File: config.mk
export PLATFORM = sky130hd
export DESIGN_NAME = pallette_sched_flat
export DESIGN_NICKNAME = d
export VERILOG_FILES = /design/src/rtl/pallette_sched_if.sv /design/src/rtl/pallette_sched.sv /design/src/flat_wrapper.sv
export SDC_FILE = /design/constraint.sdc
export NUM_CORES = 1
export LEC_CHECK = 0
export CAP_MARGIN = 20
export CORE_UTILIZATION = 40
export CTS_CLUSTER_SIZE = 25
export DETAILED_ROUTE_END_ITERATION = 8
export PLACE_DENSITY_LB_ADDON = 0.1
export SLEW_MARGIN = 20
export SYNTH_ARGS = -nofsm -noshare
export SYNTH_HDL_FRONTEND = slang
export SYNTH_SLANG_ARGS = --single-unit
File: constraint.sdc
create_clock -name clk -period 1.8 [get_ports clk]
set_clock_uncertainty 0.05 [all_clocks]
set_input_delay 0.27 -clock clk [delete_from_list [all_inputs] [get_ports clk]]
set_output_delay 0.27 -clock clk [all_outputs]
set_load 0.005 [all_outputs]
File: src/rtl/pallette_sched_if.sv
// Request handshake between the SoC register side and the palette scheduler.
interface pallette_sched_if;
    logic       req_valid;
    logic       req_ready;
    logic [1:0] req_select;
    logic       req_blink_en;

    modport master (
        output req_valid,
        output req_select,
        output req_blink_en,
        input  req_ready
    );

    modport slave (
        input  req_valid,
        input  req_select,
        input  req_blink_en,
        output req_ready
    );
endinterface

File: src/rtl/pallette_sched.sv
// Frame-synchronous palette scheduler: defers palette/blink changes to vertical
// blank and runs the text-mode blink timer feeding the palette fg/bg indices.
module pallette_sched #(
    parameter  int unsigned BLINK_FRAMES = 32,
    parameter  int unsigned CNT_W        = 6,
    localparam int unsigned SEL_W        = 2,
    localparam int unsigned COL_W        = 4
) (
    input  logic             clk,
    input  logic             rst_n,
    pallette_sched_if.slave  req,
    input  logic             vsync_start,
    input  logic [COL_W-1:0] fg_in,
    input  logic [COL_W-1:0] bg_in,
    input  logic             blink_attr,
    output logic [SEL_W-1:0] select,
    output logic [COL_W-1:0] fg,
    output logic [COL_W-1:0] bg,
    output logic             blink_phase,
    output logic             pending
);
    localparam logic [CNT_W-1:0] WRAP = CNT_W'(BLINK_FRAMES - 1);

    typedef enum logic [1:0] {
        IDLE  = 2'd0,
        PEND  = 2'd1,
        APPLY = 2'd2
    } state_t;

    state_t             state;
    state_t             state_nxt;
    logic               accept;
    logic [SEL_W-1:0]   shadow_select;
    logic               shadow_blink_en;
    logic               blink_en;
    logic [CNT_W-1:0]   frame_cnt;

    assign accept = req.req_valid && req.req_ready;

    // State register
    always_ff @(posedge clk) begin
        if (!rst_n) begin
            state <= IDLE;
        end else begin
            state <= state_nxt;
        end
    end

    // Next state; a vsync coinciding with acceptance is not the one that applies
    always_comb begin
        state_nxt = state;
        unique case (state)
            IDLE:    if (accept)      state_nxt = PEND;
            PEND:    if (vsync_start) state_nxt = APPLY;
            APPLY:                    state_nxt = IDLE;
            default:                  state_nxt = IDLE;
        endcase
    end

    // State-decoded outputs
    always_comb begin
        req.req_ready = 1'b0;
        pending       = 1'b0;
        unique case (state)
            IDLE:        req.req_ready = rst_n;
            PEND, APPLY: pending       = 1'b1;
            default:     pending       = 1'b0;
        endcase
    end

    // Shadow capture on handshake, activation on leaving APPLY
    always_ff @(posedge clk) begin
        if (!rst_n) begin
            shadow_select   <= '0;
            shadow_blink_en <= 1'b0;
            select          <= '0;
            blink_en        <= 1'b0;
        end else begin
            if (accept) begin
                shadow_select   <= req.req_select;
                shadow_blink_en <= req.req_blink_en;
            end
            if (state == APPLY) begin
                select   <= shadow_select;
                blink_en <= shadow_blink_en;
            end
        end
    end

    // Blink timer; held clear while blink is off so enabling starts at phase 0
    always_ff @(posedge clk) begin
        if (!rst_n || !blink_en || (state == APPLY && !shadow_blink_en)) begin
            frame_cnt   <= '0;
            blink_phase <= 1'b0;
        end else if (vsync_start) begin
            if (frame_cnt == WRAP) begin
                frame_cnt   <= '0;
                blink_phase <= ~blink_phase;
            end else begin
                frame_cnt <= frame_cnt + CNT_W'(1);
            end
        end
    end

    // Attribute path
    always_ff @(posedge clk) begin
        if (!rst_n) begin
            fg <= '0;
            bg <= '0;
        end else begin
            bg <= bg_in;
            fg <= (blink_attr && blink_phase) ? bg_in : fg_in;
        end
    end
endmodule
File: src/flat_wrapper.sv
// flat-port wrapper written by rule: the top's interface ports become plain ports
module pallette_sched_flat 
#(
    parameter  int unsigned BLINK_FRAMES = 32,
    parameter  int unsigned CNT_W        = 6,
    localparam int unsigned SEL_W        = 2,
    localparam int unsigned COL_W        = 4
)
  (clk, rst_n, vsync_start, fg_in, bg_in, blink_attr, select, fg, bg, blink_phase, pending, req_req_valid, req_req_select, req_req_blink_en, req_req_ready);
  pallette_sched_if req_i ();
  input  logic clk;
  input  logic rst_n;
  input  logic vsync_start;
  input  logic [COL_W-1:0] fg_in;
  input  logic [COL_W-1:0] bg_in;
  input  logic blink_attr;
  output logic [SEL_W-1:0] select;
  output logic [COL_W-1:0] fg;
  output logic [COL_W-1:0] bg;
  output logic blink_phase;
  output logic pending;
  input wire logic [$bits(req_i.req_valid)-1:0] req_req_valid;
  input wire logic [$bits(req_i.req_select)-1:0] req_req_select;
  input wire logic [$bits(req_i.req_blink_en)-1:0] req_req_blink_en;
  output wire logic [$bits(req_i.req_ready)-1:0] req_req_ready;
  assign req_i.req_valid = req_req_valid;
  assign req_i.req_select = req_req_select;
  assign req_i.req_blink_en = req_req_blink_en;
  assign req_req_ready = req_i.req_ready;
  pallette_sched #(.BLINK_FRAMES(BLINK_FRAMES), .CNT_W(CNT_W)) u_core (.clk(clk), .rst_n(rst_n), .req(req_i), .vsync_start(vsync_start), .fg_in(fg_in), .bg_in(bg_in), .blink_attr(blink_attr), .select(select), .fg(fg), .bg(bg), .blink_phase(blink_phase), .pending(pending));
endmodule
-- Word level (Yosys, flattened, before mapping)
Index checks and enable logic that the tools add are counted.
- input bits: 16
- flip-flop bits (word level): 23
- equal/unequal tests: 5
- reductions and logical operators: 12
- bitwise logic cells: 1
- muxes and demuxes: 7
- add/sub/neg operators: 1
- operator list (operator ; count):
    6-bit by 1-bit adder with 6-bit output, second input constant ; 1
    6-bit by 5-bit equality test with 1-bit output, second input constant ; 1
    6-bit 2-to-1 mux ; 1
    2-bit 2-to-1 mux ; 2
    4-bit 2-to-1 mux ; 1
    2-bit case mux with 2 select lines ; 1
    2-bit AND reduction ; 2
    1-bit logical AND ; 3
    1-bit zero test ; 3
    2-bit by 1-bit equality test with 1-bit output, second input constant ; 1
    2-bit equality test, second input constant ; 1
    2-bit zero test ; 1
    1-bit logical OR ; 2
    1-bit 2-to-1 mux ; 2
    2-bit by 1-bit != test with 1-bit output, second input constant ; 1
    2-bit != test, second input constant ; 1
    2-bit OR reduction ; 1
    1-bit NOT ; 1

-- Logic depth before layout (Yosys ltp)
- depth after elaboration: 5
- depth in mapped cells: 5

-- Worst setup path before layout
OpenSTA, ideal clock, no wires.
- path kind: reg-to-reg
- start point: register u_core.state[0]
- end point: register u_core.frame_cnt[0]
- buffers on the path: 0
- cell stages (with the launch flop): 6
- clock period less this slack: 1.377 ns
- arrival: 1.189 ns
- path slack: 0.423 ns
- setup time: 0.138 ns
- data required time: 1.612 ns
- cells stage by stage: dfxtp_1 inv_1 ha_1 inv_1 o211ai_1 nor3_1
- cells in the longest elaborated chain, start to end: 3
- ends and longest elaborated chain (item ; RTL line ; RTL):
    start, declared ; pallette_sched.sv:30 ; state_t state;
    start signal, assigned ; pallette_sched.sv:45 ; state <= state_nxt;
    2-bit equality test ; pallette_sched.sv:92 ; if (!rst_n || !blink_en || (state == APPLY && !shadow_blink_en)) begin
    1-bit logical AND ; pallette_sched.sv:92 ;
    1-bit logical OR ; pallette_sched.sv:92 ;
    end signal, assigned ; pallette_sched.sv:100 ; frame_cnt <= frame_cnt + CNT_W'(1);
    end, declared ; pallette_sched.sv:36 ; logic [CNT_W-1:0] frame_cnt;
No other way between the ends.
A chain may end at the register's enable or synchronous reset.

-- Final worst setup path
- start point: register u_core.blink_phase
- end point: output port blink_phase
- RTL lines (item ; RTL line ; RTL):
    start, declared ; pallette_sched.sv:19 ; output logic blink_phase,
    start signal, assigned ; pallette_sched.sv:98 ; blink_phase <= ~blink_phase;
    end, declared ; flat_wrapper.sv:20 ; output logic blink_phase;
No word-level cell between the ends.

==> impl_metrics.yaml <==
detailed_routing:
  drt_iter0_drc: 21
  wire_per_inst_um: 11.1
  routed_wl_mm: 1.80
  routed_via_density: 4.96
  drc: 0
  via_count: 804
  ant_nets: 0
  dr.pass1.iters: 4
global_routing:
  grt_use_total_pct: 15.9
  grt_max_degree: 13
  grt_pass1_wl_mm: 3.11
  grt_pass1_vias: 758
  grt_antenna_before_repair: 0
  grt_overflow_total: 0
worst_setup_path:
  cp.arrival_ps: 1350
  r2r_end: "u_core.blink_phase$_SDFFE_PP0P_"
  slowest_stage: "clkdlybuf4s50_1"
  critical_path_class: "flop to primary output"
  r2r_slack_ps: 370
  crit_buf_inv: 1
  cp.depth: 1
  cp-start-kind: "flop"
  end_kind: "primary output"
  critPathTopFamily: "buffers and inverters"
  worstReg2RegStart: "u_core.frame_cnt[0]$_SDFFE_PP0P_"
  worstRegToRegCells: 4
  crit_required_ps: 1480
  worstPathCellList: "clkdlybuf4s50_1"
  cp_max_fo: 8
  cpPeakStageDelay_ps: 560
timing:
  hold_viol: 0
  max-slew-margin-rel_pct: 74.6
  fin_ws_ps: 131
  tns_ps: 0
  setup_viol_count_final: 0
  slew_violations: 0
  tightest_slew_ps: 380
  clock.fmax_mhz: 599
  fin_crit_ps: 1670
  finalCritPeriodShare_pct: 92.7
  rsz0062_at_grt: "false"
worst_hold_path:
  holdCritPathClass: "flop to flop"
  min_delay_path_depth: 2
  holdCritStartpoint: "u_core.shadow_select[1]$_SDFFE_PN0P_"
  min_to: "u_core.shadow_select[1]$_SDFFE_PN0P_"
logic_synthesis:
  synth_top_area_share_pct: 49.0
  ys.flop_type: "dfxtp_1"
  syn_nets: 120
  ys_ff_latch: 23
  synthArstFlopShare_pct: 0
  yosys_warnings: 0
  synth-edff-count: 0
  syn_area_per_cell_um2: 9.49
  ys_seq_area_share_pct: 49.0
  syn-cell-area_um2: 940
  synth_area_leaders: "dfxtp_1, ha_1, mux2i_1, a21oi_1, nand2_1"
  synth_top_area_cell: "dfxtp_1"
  syn_inst: 99
  yosysUniqueCellTypes: 25
placed_design:
  place_ws_ps: 124
  gp_congestion: 0.767
  dpl.hpwl_mm: 1.38
  io_buffers: 28
  placed_area_mm2: 0.00127
floorplanning:
  fp.coreArea_mm2: 0.00221
  die_height_um: 50.5
  num_rows: 17
  die-width_um: 50.5
  boundaryPins: 29
  floorplan.initialDensity_pct: 42.5
  die_area_mm2: 0.00255
power:
  ir_drop_v: 0.000517
  total_leakage_power_nw: 0.503
  power_uw: 965
  p_per_area_mw_per_mm2: 736
cells_and_area:
  antenna_cells: 0
  nNetsFinal: 156
  area_delta_synth_final_pct: 39.4
  fin_util_pct: 59.2
  fin_area_mm2: 0.00131
  drive_gt1_share_pct: 11.9
  fill_cells: 202
clocking:
  htree_levels: 1
  cts_tree: "built"
  clkLatencyLatePin_ps: 300
  clk_path_buf_depth: 2
  holdBufCountCts: 0
  clk_pin_slew_ps: 120
  clock-sinks: 23
  numCtsBuffers: 3
  cts-root-buf: "clkbuf_4"
job:
  maxCapViolations: 0
run_status:
  status: "finished, final reports clean"
## layout make-up
| type | instances | area (um^2) | area share (%) |
|---|---|---|---|
| Timing Repair Buffer | 33 | 315 | 24.1 |
| Inverter | 6 | 22.5 | 1.72 |
| Clock buffer | 4 | 26.3 | 2.01 |
| Tap cell | 28 | 35.0 | 2.67 |
| Sequential cell | 23 | 463 | 35.3 |
| Multi-Input combinational cell | 68 | 448 | 34.2 |
## layer usage
| layer | up-vias | GRT usage [%] | wire length (um) |
|---|---|---|---|
| met3 | 2 | 3.03 | 70 |
| met1 | 374 | 19.0 | 810 |
| li1 | 408 | - | - |
| met4 | 0 | 6.94 | 17 |
| met5 | - | 0 | 0 |
| met2 | 20 | 27.3 | 897 |
## cell families (layout without fill, tap and decap cells)
| group | Yosys count | after routing | synth area share [%] |
|---|---|---|---|
| AO/OA/AOI/OAI | 16 | 16 | 10.9 |
| AND/OR/NAND/NOR | 38 | 38 | 20.8 |
| flip-flops | 23 | 23 | 49.0 |
| XOR/XNOR | 4 | 4 | 3.73 |
| adder cells (fa/ha/maj) | 5 | 5 | 6.66 |
| multiplexers | 5 | 5 | 5.33 |
| buffers and inverters | 8 | 43 | 3.59 |
## power breakdown
group          switching [mW]  internal [mW]
combinational          0.0798          0.106
sequential             0.0129          0.535
clock                   0.145         0.0862
total                   0.237          0.727
## sequential cells by signal, indices dropped and copies added (netlist names)
register and cells:
u_core.state 2, u_core.frame_cnt 6, u_core.shadow_select 2, u_core.select 2
u_core.fg 4, u_core.blink_en 1, u_core.blink_phase 1, u_core.shadow_blink_en 1
u_core.bg 4
## repair_timing
action | CTS | global route
gates resized for setup | 7 | 0
buffers inserted | 1 | 0
setup endpoints to repair | 2 | 0
## per-stage QoR
stage | instances | hold WS [ps]
after floorplan | 99 | 342
after global placement | 157 | 399
after detailed placement | 157 | 401
after CTS | 162 | 418
after global routing | 162 | 430
final | 162 | 412
## placed cells by master, fill, tap and decap left out, types with 2 or more instances in the layout
cell type,instances
nand2_1,11
o2111ai_1,2
dlygate4sd2_1,2
ha_1,4
nor3_1,2
and2_1,5
xor2_1,3
inv_1,4
nor2_1,6
clkdlybuf4s50_1,26
nand2b_1,2
dfxtp_2,2
nand3_1,8
mux2i_1,5
inv_2,2
a21oi_1,9
dfxtp_1,21
clkbuf_4,3
buf_4,5
## Yosys cell counts, types with 2 or more instances
cell and n:
nand2b_1 2, o2111ai_1 2, and2_1 5, nand3_1 8
inv_1 6, mux2i_1 5, dfxtp_1 23, nor3_1 2
nand2_1 11, ha_1 5, a21oi_1 9, xor2_1 3
nor2_1 6
## worst max-delay path by stage
stage | slack [ps] | startpoint | end
after global placement | 130 | rst_n | req_req_ready
final | 130 | u_core.blink_phase$_SDFFE_PP0P_ | blink_phase
after floorplan | 420 | u_core.state[0]$_SDFFE_PN0P_ | u_core.frame_cnt[0]$_SDFFE_PP0P_
after CTS | 110 | u_core.blink_phase$_SDFFE_PP0P_ | blink_phase
after detailed placement | 120 | rst_n | req_req_ready
after global routing | 70 | u_core.blink_phase$_SDFFE_PP0P_ | blink_phase
Note: power is estimated with default switching activity, not from simulation.
